===== config.mk =====
export PLATFORM = sky130hd
export DESIGN_NAME = rr_sel_4_arbiter
export DESIGN_NICKNAME = d
export VERILOG_FILES = /design/src/rtl/rr_sel_4_arbiter.sv
export SDC_FILE = /design/constraint.sdc
export NUM_CORES = 1
export LEC_CHECK = 0
export BUFFER_PORTS_ARGS = -buffer_cell sky130_fd_sc_hd__buf_2
export CAP_MARGIN = 15
export CORE_MARGIN = 1
export CORE_UTILIZATION = 54
export DETAILED_ROUTE_END_ITERATION = 10
export PLACE_DENSITY_LB_ADDON = 0.12
export SLEW_MARGIN = 30
export SYNTH_ARGS = -nofsm -noshare
export SYNTH_HDL_FRONTEND = slang
export SYNTH_SLANG_ARGS = --single-unit

===== constraint.sdc =====
create_clock -name CLK -period 4.3 [get_ports CLK]
set_clock_uncertainty 0.1 [all_clocks]
set_input_delay 0.43 -clock CLK [delete_from_list [all_inputs] [get_ports CLK]]
set_output_delay 0.43 -clock CLK [all_outputs]
set_load 0.01 [all_outputs]

===== src/rtl/rr_sel_4_arbiter.sv =====
// Round-robin arbiter for a shared 2-bit 4:1 selector.
// Grants one of four requesters, caps tenure at HOLD_MAX cycles.
module rr_sel_4_arbiter #(
  parameter int HOLD_MAX = 4,
  parameter int CW       = 4
) (
  input  logic       CLK,
  input  logic       RST_N,
  input  logic [3:0] REQ,
  input  logic [1:0] A,
  input  logic [1:0] B,
  input  logic [1:0] C,
  input  logic [1:0] D,
  output logic [3:0] GNT,
  output logic [1:0] SEL,
  output logic [1:0] OUT,
  output logic       VALID
);

  typedef enum logic {
    IDLE  = 1'b0,
    GRANT = 1'b1
  } state_e;

  state_e          state_q, state_d;
  logic [3:0]      gnt_q, gnt_d;
  logic [1:0]      sel_q, sel_d;
  logic [1:0]      last_q, last_d;
  logic [CW-1:0]   cnt_q, cnt_d;

  logic [1:0]      base;
  logic [1:0]      pick_idx;
  logic            pick_any;
  logic            own_req;
  logic            other_req;
  logic            at_max;

  function automatic logic [3:0] oh(input logic [1:0] i);
    logic [3:0] r;
    r    = 4'b0000;
    r[i] = 1'b1;
    return r;
  endfunction

  // Scan from base+1 upward; base itself ranks last.
  always_comb begin
    base     = (state_q == GRANT) ? sel_q : last_q;
    pick_any = |REQ;
    pick_idx = base;
    for (int k = 4; k >= 1; k--) begin
      if (REQ[2'(base + 2'(k))])
        pick_idx = 2'(base + 2'(k));
    end
  end

  assign own_req   = REQ[sel_q];
  assign other_req = |(REQ & ~oh(sel_q));
  assign at_max    = (cnt_q == CW'(HOLD_MAX));

  // Next-state for ownership, tenure counter and rotation pointer.
  always_comb begin
    state_d = state_q;
    gnt_d   = gnt_q;
    sel_d   = sel_q;
    cnt_d   = cnt_q;
    last_d  = last_q;
    unique case (state_q)
      IDLE: begin
        if (pick_any) begin
          state_d = GRANT;
          sel_d   = pick_idx;
          gnt_d   = oh(pick_idx);
          cnt_d   = CW'(1);
        end else begin
          gnt_d = 4'b0000;
        end
      end
      GRANT: begin
        unique case (1'b1)
          !own_req: begin
            last_d = sel_q;
            if (pick_any) begin
              sel_d = pick_idx;
              gnt_d = oh(pick_idx);
              cnt_d = CW'(1);
            end else begin
              state_d = IDLE;
              gnt_d   = 4'b0000;
              cnt_d   = '0;
            end
          end
          own_req && !at_max: begin
            cnt_d = cnt_q + CW'(1);
          end
          own_req && at_max && other_req: begin
            last_d = sel_q;
            sel_d  = pick_idx;
            gnt_d  = oh(pick_idx);
            cnt_d  = CW'(1);
          end
          default: begin
            cnt_d = CW'(1);
          end
        endcase
      end
      default: begin
        state_d = IDLE;
        gnt_d   = 4'b0000;
      end
    endcase
  end

  // State registers with asynchronous clear.
  always_ff @(posedge CLK or negedge RST_N) begin
    if (!RST_N) begin
      state_q <= IDLE;
      gnt_q   <= 4'b0000;
      sel_q   <= 2'b00;
      cnt_q   <= '0;
      last_q  <= 2'b11;
    end else begin
      state_q <= state_d;
      gnt_q   <= gnt_d;
      sel_q   <= sel_d;
      cnt_q   <= cnt_d;
      last_q  <= last_d;
    end
  end

  // Data mux with zero output while idle.
  always_comb begin
    VALID = (state_q == GRANT);
    OUT   = 2'b00;
    if (VALID) begin
      unique case (sel_q)
        2'b00: OUT = A;
        2'b01: OUT = B;
        2'b10: OUT = C;
        2'b11: OUT = D;
        default: OUT = 2'b00;
      endcase
    end
  end

  assign GNT = gnt_q;
  assign SEL = sel_q;

endmodule


# Yosys cells after proc, flatten, opt, wreduce, memory -nomap -nowiden
# Index checks and enable logic that the tools add are counted.
# op_classes
bitwise	3
n_mux	34
n_reduce_logical	12
order_cmp	7
n_eq_ne	6
add_sub_neg	4
# op_table
operator	count
$pmux W4 S2	4
$mux W4	4
$lt A2 B3 Y1 const B	5
$mux W2	7
$mux W1	9
$bmux W1 S2	4
$pmux W2 S2	2
$pmux W2 S4	1
$reduce_or A4 Y1	2
$logic_and A1 B1 Y1	5
$add A2 B2 Y2 const B	2
$add A4 B1 Y4 const B	1
$and A4 B4 Y4	1
$demux W1 S2	2
$eq A2 B2 Y1 const B	2
$eq A4 B3 Y1 const B	1
$ge A2 B1 Y1 const B	2
$not A4 Y4	1
$ne A3 B1 Y1 const B	1
$add A2 B1 Y2 const B	1
$eq A2 B1 Y1 const B	1
$logic_not A1 Y1	2
$logic_not A2 Y1	1
$ne A2 B2 Y1 const B	1
other kinds (4)	4
# word_totals
regBits	13

# Logic depth before layout (Yosys ltp)
# Gate-level depths: netlist (run 1).
# logic_depth
word_depth	15
ltp_mapped	7
mapped_depth_nobuf	7

# Worst setup path before layout (run 1)
# OpenSTA, ideal clock, no wires.
# synth_timing
path_kind	input port to flip-flop
start	in REQ[3]
end	reg sel_q[0], in the netlist SEL[0]
stages	6
required_time_ps	4075
path_slack_ps	2400
t_arrival_ps	1675
path_buffers	1
path_cell_list	clkbuf_2 mux4_2 nand2_2 a31oi_4 nor2_4 mux2_4
# synth_via
elab_chain_len	9
elab_cells_between_ends	22
cone_classes	eq/ne (1); mux (15); bitwise (1); reduce/logical (5)
# synth_lines
element	line	rtl
start: declaration	9	input logic [3:0] REQ,
$bmux W1 S2	51	if (REQ[2'(base + 2'(k))])
$mux W1 (implied by the code)	51	
$mux W2 (3 in series)	51	
$mux W2	69, 82	
$mux W2	79	unique case (1'b1)
$pmux W2 S2	79	
$pmux W2 S2	67	unique case (state_q)
end signal: assignment	124	sel_q <= sel_d;
end: declaration	27	logic [1:0] sel_q, sel_d;
# Parallel ways exist; a longest one is shown, timed or not. The select of a mux whose other input is x is not followed.
# A chain may end at the register's enable or synchronous reset.

# Worst setup path after layout (run 1)
# layout_timing
start	reg sel_q[0], in the netlist SEL[0]
end	out OUT[0]
# layout_via
elab_chain_len	3
elab_cells_between_ends	6
cone_classes	eq/ne (3); mux (2); reduce/logical (1)
# layout_lines
element	line	rtl
$eq A2 B2 Y1 (tied with other cells)	135	unique case (sel_q)
$pmux W2 S4 *	135	
$mux W2 *	134	if (VALID) begin
end: declaration	16	output logic [1:0] OUT,
# Mark *: on every way between the ends. The rest lies on a longest branch, timed or not.

==> results.yml, run 1 <==
cells_and_area:
  instances_no_fill: 120
  areaGrowthSynthToFinish_pct: 12.7
  diodes: 0
  finalNetCount: 121
  drive_gt1_frac: 0.404
  stdcell_area_mm2: 0.00107
logic_synthesis:
  synth_seq_area_share: 0.346
  synth.distinct_cells: 35
  avgSynthCellArea_um2: 11.6
  synthCells: 82
  synth_warnings: 0
  ys_ff_latch: 13
  synthArstFlopShare: 1.00
  synth_edf_count: 0
  syn_nets: 98
  syn_area_um2: 947
  ys.flop_type: "dfrtp_1"
pwr:
  p_total_w: 0.000682
  power.density_mw_per_mm2: 639
  ir_drop_uv: 393
  power.leakage_nw: 0.511
cts:
  cts_tree: "done"
  cts_buffer_depth: 2
  postCtsSetupRepairBufs: 0
  clkSinkCount: 13
  cts_buffers: 3
  cts.clk_slew.worst_paths_ns: 0.07
  htreeDepth: 1
  root_buffer: "clkbuf_4"
  holdBufCountCts: 1
  clk_latency_ns: 0.27
  cts_resized: 0
grt:
  grt_max_degree: 14
  grt_pass1_wl_um: 2750
  grt.total_usage: 0.198
  antenna_found_initial: 0
  grt_pass1_vias: 645
  grt_overflow: 0
sta:
  slew_viol_final: 0
  min_period_ns: 2.27
  rsz0062_at_grt: "no"
  relSlewSlack: 0.722
  period_share: 0.527
  worst_slew_pin_slew_ns: 0.413
  tns_ns: 0
  worst_slack_ns: 2.03
  setup_viol: 0
  fmax_ghz: 0.441
  final_hold_viol_count: 0
placed_design:
  hpwl_um: 1280
  gp_congestion: 0.797
  dp_cells: 115
  placed_area_mm2: 0.00103
  dp_slack_ns: 2.25
  port_buffers: 22
drt:
  vias: 675
  top_layer: "met3"
  drc: 1
  route.detailed.wl_per_inst_um: 13.8
  drt-met1-wl_um: 777
  firstDrtPassIters: 6
  wirelength_um: 1650
  postRouteAntennaNets: 0
  drt-initial-drc-count: 4
  viasPerCell: 5.63
  wl_met3_um: 64
  wl_met2_um: 809
critical_path:
  cp-start-kind: "flop"
  path_cells: "mux4_1 > and2_1 > buf_2"
  worst_ep_required_time_ns: 3.77
  endpoint_kind: "output port"
  reg2regPathDepth: 5
  path_class: "reg -> out"
  cp_max_fo: 11
  worstPathArrival_ns: 1.74
  cpMaxStageDelayCell: "mux4_1"
  max_stage_delay_ns: 0.60
flow_run:
  maxCapViolCount: 0
floorplanning:
  num_rows: 14
  initial_core_util: 0.601
  dieArea_mm2: 0.00193
  coreArea_mm2: 0.00158
  io_pins: 23
  die_y_um: 43.9
  dieWidth_um: 43.9
hold_path:
  hold_path.class: "reg -> reg"
  hold_depth: 1
status:
  violations: "design-rule violations"
  status: "complete, but fails checks"
[final timing paths]
| path | to | slack [ns] | from |
|---|---|---|---|
| max reg2reg | SEL[0]$_DFFE_PN0P_ | 2.24 | SEL[1]$_DFFE_PN0P_ |
| max | OUT[0] | 2.03 | SEL[0]$_DFFE_PN0P_ |
| min | GNT[2]$_DFFE_PN0P_ | 0.40 | GNT[2]$_DFFE_PN0P_ |
| min in group asynchronous | SEL[1]$_DFFE_PN0P_ | 0.46 | RST_N |
| min reg2reg | GNT[2]$_DFFE_PN0P_ | 0.40 | GNT[2]$_DFFE_PN0P_ |
| max in group asynchronous | last_q[1]$_DFFE_PN1P_ | 3.36 | RST_N |
[kinds of logic (layout without fill, tap and decap cells)]
kind of cell	count (synthesis)	after routing	share of synthesized area
AO/OA/AOI/OAI	16	16	0.152
XOR/XNOR	1	1	0.00925
adder cells (fa/ha/maj)	2	2	0.0264
buffers and inverters	12	34	0.0766
flip-flops	13	13	0.346
multiplexers	14	14	0.234
AND/OR/NAND/NOR	24	24	0.156
[metrics by stage]
stage,utilization,hold WS [ns]
6_report,0.677,0.405
5_1_grt,0.677,0.421
4_1_cts,0.677,0.413
3_5_place_dp,0.654,0.229
3_3_place_gp,0.654,0.227
2_1_floorplan,-,0.0344
[cells in the mapped netlist (2+ instances only)]
library cell / number / area, um2
and2_1: 3 / 18.8
inv_1: 7 / 26.3
a22o_1: 6 / 52.6
dfrtp_1: 11 / 275
ha_1: 2 / 25.0
mux2_1: 2 / 22.5
mux2_4: 4 / 60.1
dfstp_2: 2 / 52.6
a21o_1: 2 / 15.0
nor2_1: 8 / 30.0
mux2i_1: 3 / 30.0
mux4_1: 2 / 52.6
a21oi_1: 3 / 15.0
nand2_1: 4 / 15.0
buf_6: 3 / 33.8
[layout make-up]
class                   instances  area (um2)
clock buffers                   4        26.3
fillers                       128         509
inverters                       7        26.3
multi-input cells              57         547
flip-flops and latches         13         328
well taps                      16        20.0
repair buffers                 23         120
[placed cells by master (no fill, tap or decap)]
cell type	instances
a21o_1	2
a21oi_1	3
a22o_1	6
a22oi_1	1
a31oi_4	1
a32oi_1	1
and2_1	3
and3_1	1
buf_2	22
clkbuf_1	1
clkbuf_4	3
dfrtp_1	11
dfstp_2	2
dlygate4sd3_1	1
ha_1	2
inv_1	7
mux2_1	2
mux2_2	1
mux2_4	4
mux2i_1	3
mux2i_4	1
mux4_1	2
mux4_2	1
nand2_1	4
nand2_2	1
nand3_1	1
nor2_1	8
nor2_4	1
nor2b_2	1
nor3_1	1
nor3b_1	1
nor4_2	1
nor4_4	1
o21ai_2	1
o221ai_2	1
xnor2_1	1
[report_power, final]
| group | internal [W] | switching [W] | leakage [nW] |
|---|---|---|---|
| Clock | 0.0000359 | 0.0000369 | 0.0150 |
| Combinational | 0.000203 | 0.000162 | 0.339 |
| Sequential | 0.000178 | 0.0000660 | 0.157 |
| Total | 0.000417 | 0.000264 | 0.511 |
[routing by layer]
layer	GRT usage	up-vias
met5	0	-
met4	0.0545	0
met3	0.0625	0
met2	0.322	15
met1	0.256	322
li1	-	338
[worst max-delay path, delay by kind of cell (launching register included)]
kind / cells / cell delay (ns)
buf+inv: 1 / 0.13
flops: 1 / 0.58
simple gates: 1 / 0.16
mux: 1 / 0.60
[sequential cells by signal, summed over array words and instances (netlist names)]
register / count
cnt_q: 4
GNT: 4
VALID: 1
SEL: 2
last_q: 2
Note: power is estimated with default switching activity, not from simulation.
==> run 2, diff against run 1 <==
--- a/config.mk
+++ b/config.mk
@@ -5,10 +5,11 @@
 export SDC_FILE = /design/constraint.sdc
 export NUM_CORES = 1
 export LEC_CHECK = 0
+export ABC_AREA = 1
 export BUFFER_PORTS_ARGS = -buffer_cell sky130_fd_sc_hd__buf_2
 export CAP_MARGIN = 15
 export CORE_MARGIN = 1
-export CORE_UTILIZATION = 54
+export CORE_UTILIZATION = 48
 export DETAILED_ROUTE_END_ITERATION = 10
 export PLACE_DENSITY_LB_ADDON = 0.12
 export SLEW_MARGIN = 30
==> constraint.sdc (replaced) <==
create_clock -name CLK -period 1.96 [get_ports CLK]
set_clock_uncertainty 0.1 [all_clocks]
set_input_delay 0.196 -clock CLK [delete_from_list [all_inputs] [get_ports CLK]]
set_output_delay 0.196 -clock CLK [all_outputs]
set_load 0.01 [all_outputs]
==> run 2 against run 1 <==
The run now ends clean. Critical endpoint unchanged. Highest routed layer is now met4. Final cell count increased by 70%. Combinational power grew to 3.4 times the previous value. Largest power group unchanged. Core utilization decreased by 6.9 points. Critical path type unchanged.
==> results.yml, run 2 <==
grt:
  grt_pass1_wl_um: 3880
  grt_overflow: 0
  grt_max_degree: 14
  antenna_found_initial: 0
  grt_pass1_vias: 912
  grt.total_usage: 0.204
cts:
  cts_buffers: 3
  root_buffer: "clkbuf_4"
  clk_latency_ns: 0.27
  cts_buffer_depth: 2
  cts.clk_slew.worst_paths_ns: 0.08
  htreeDepth: 1
  clkSinkCount: 13
  cts_tree: "done"
floorplanning:
  coreArea_mm2: 0.00200
  initial_core_util: 0.524
  io_pins: 23
  num_rows: 16
  dieWidth_um: 48.8
  die_y_um: 48.8
  dieArea_mm2: 0.00238
critical_path:
  path_cells: "nand2_1 > inv_1 > a221oi_1 > a21oi_1 > buf_2"
  cp-start-kind: "flop"
  cpMaxStageDelayCell: "dfrtp_1"
  path_class: "reg -> out"
  startpoint: "SEL[1]$_DFFE_PN0P_"
  worst_ep_required_time_ns: 1.66
  worstPathArrival_ns: 1.49
  reg2regPathDepth: 14
  max_stage_delay_ns: 0.50
  rr_endpoint: "GNT[0]$_DFFE_PN0P_"
  endpoint_kind: "output port"
  reg2reg_slack_ns: 0.18
  cp_max_fo: 9
  r2r_start: "SEL[1]$_DFFE_PN0P_"
sta:
  tns_ns: 0
  min_period_ns: 1.78
  setup_viol: 0
  worst_slew_pin_slew_ns: 0.335
  fmax_ghz: 0.561
  period_share: 0.909
  worst_slack_ns: 0.178
  relSlewSlack: 0.777
  slew_viol_final: 0
  final_hold_viol_count: 0
  rsz0062_at_grt: "no"
cells_and_area:
  diodes: 0
  drive_gt1_frac: 0.316
  areaGrowthSynthToFinish_pct: 15.9
  final_core_util: 0.608
  regArea_um2: 329
  finalNetCount: 194
  multiInputGateArea_um2: 638
  final_cell_mix: "nand2_1 (57), buf_2 (22), nand2_2 (13)"
  mostFrequentLayoutCell: "nand2_1"
  nFillCells: 212
logic_synthesis:
  synthCells: 151
  synth_top_family_by_area: "simple AND/OR/NAND/NOR gates"
  synth_seq_area_share: 0.312
  synth_top_area_frac: 0.262
  synth_compound_area_frac: 0.125
  ys.flop_type: "dfrtp_1"
  synth_warnings: 0
  yosysTopAreaCell: "dfrtp_1"
  synthAdderAreaFrac: 0.0238
  syn_area_mm2: 0.00105
  ys_ff_latch: 13
  synthXorXnorAreaFrac: 0.0167
  synth-simple-area-share: 0.442
  syn_nets: 167
  synth.area.top_cells: "dfrtp_1 (26%), nand2_1 (20%), nand2_2 (7.7%)"
  synthMuxAreaShare: 0
  synth.distinct_cells: 27
  synthArstFlopShare: 1.00
  synth_edf_count: 0
  synth.most_common_cell: "nand2_1"
  ys_top_cells_by_count: "nand2_1 (57), nand2_2 (13), dfrtp_1 (11), inv_1 (11), o21ai_0 (11)"
  avgSynthCellArea_um2: 6.95
hold_path:
  hold_path.class: "in -> async"
placed_design:
  hpwl_um: 1770
  port_buffers: 22
  gp_congestion: 0.888
  dp_slack_ns: 0.121
status:
  status: "finished, final reports clean"
drt:
  drc: 0
  postRouteAntennaNets: 0
  drt-initial-drc-count: 24
  vias: 1037
  route.detailed.wl_per_inst_um: 11.0
  viasPerCell: 5.08
  wirelength_um: 2240
  firstDrtPassIters: 5
pwr:
  power.leakage_nw: 0.660
  power.density_mw_per_mm2: 1570
  p_total_w: 0.00191
  ir_drop_uv: 789
flow_run:
  maxCapViolCount: 0
## run 2: area by class of cell
type / instances / area share
Tap cell: 27 / 0.0278
Timing Repair Buffer: 24 / 0.105
Sequential cell: 13 / 0.271
Clock buffer: 4 / 0.0216
Inverter: 15 / 0.0504
Multi-Input combinational cell: 121 / 0.525
## run 2: layer usage
| metal | vias to the layer above | GRT usage | part of all wire |
|---|---|---|---|
| li1 | 539 | - | - |
| met1 | 472 | 0.275 | 0.48 |
| met2 | 24 | 0.343 | 0.47 |
| met3 | 2 | 0.0157 | 0.047 |
| met4 | 0 | 0.0735 | 0.0027 |
| met5 | - | 0 | 0 |
## run 2: power breakdown
part	total [W]	internal, W	switching [W]
registers	0.000497	0.000385	0.000112
logic	0.00125	0.000448	0.000804
clock network	0.000162	0.0000788	0.0000829
## run 2: how the worst max path moves through the flow
stage	cells after the start	slack, ns	end
floorplan	15	0.33	GNT[2]$_DFFE_PN0P_
global placement	11	0.20	GNT[1]$_DFFE_PN0P_
detailed placement	10	0.12	GNT[1]$_DFFE_PN0P_
CTS	14	0.09	GNT[0]$_DFFE_PN0P_
global route	13	0.02	GNT[0]$_DFFE_PN0P_
finish	5	0.18	OUT[0]
## run 2: worst max-delay path: cells and delay by family (launching register included)
| kind | cells | cell delay, ns |
|---|---|---|
| DFF | 1 | 0.50 |
| AOI/OAI and AO/OA | 2 | 0.34 |
| buffers and inverters | 2 | 0.22 |
| and+or+nand+nor | 1 | 0.15 |
## run 2: what timing repair did
action                     CTS  global route
gates resized for setup      0             1
hold buffers                 1             0
buffers inserted             0             0
setup endpoints to repair    0             4
hold endpoints to repair    13             0
## run 2: cells by family after synthesis
| family | Yosys count |
|---|---|
| AND/OR/NAND/NOR | 95 |
| AO/OA/AOI/OAI | 22 |
| buffers and inverters | 17 |
| flip-flops | 13 |
| XOR/XNOR | 2 |
| adder cells (fa/ha/maj) | 2 |
## run 2: per-stage QoR
stage	cells	area, um2	hold WS, ns
global placement	199	1180	-0.00790
detailed placement	199	1180	-0.00801
global route	204	1220	0.261
finish	204	1220	0.227
floorplan	151	1050	-0.200
CTS	204	1210	0.228
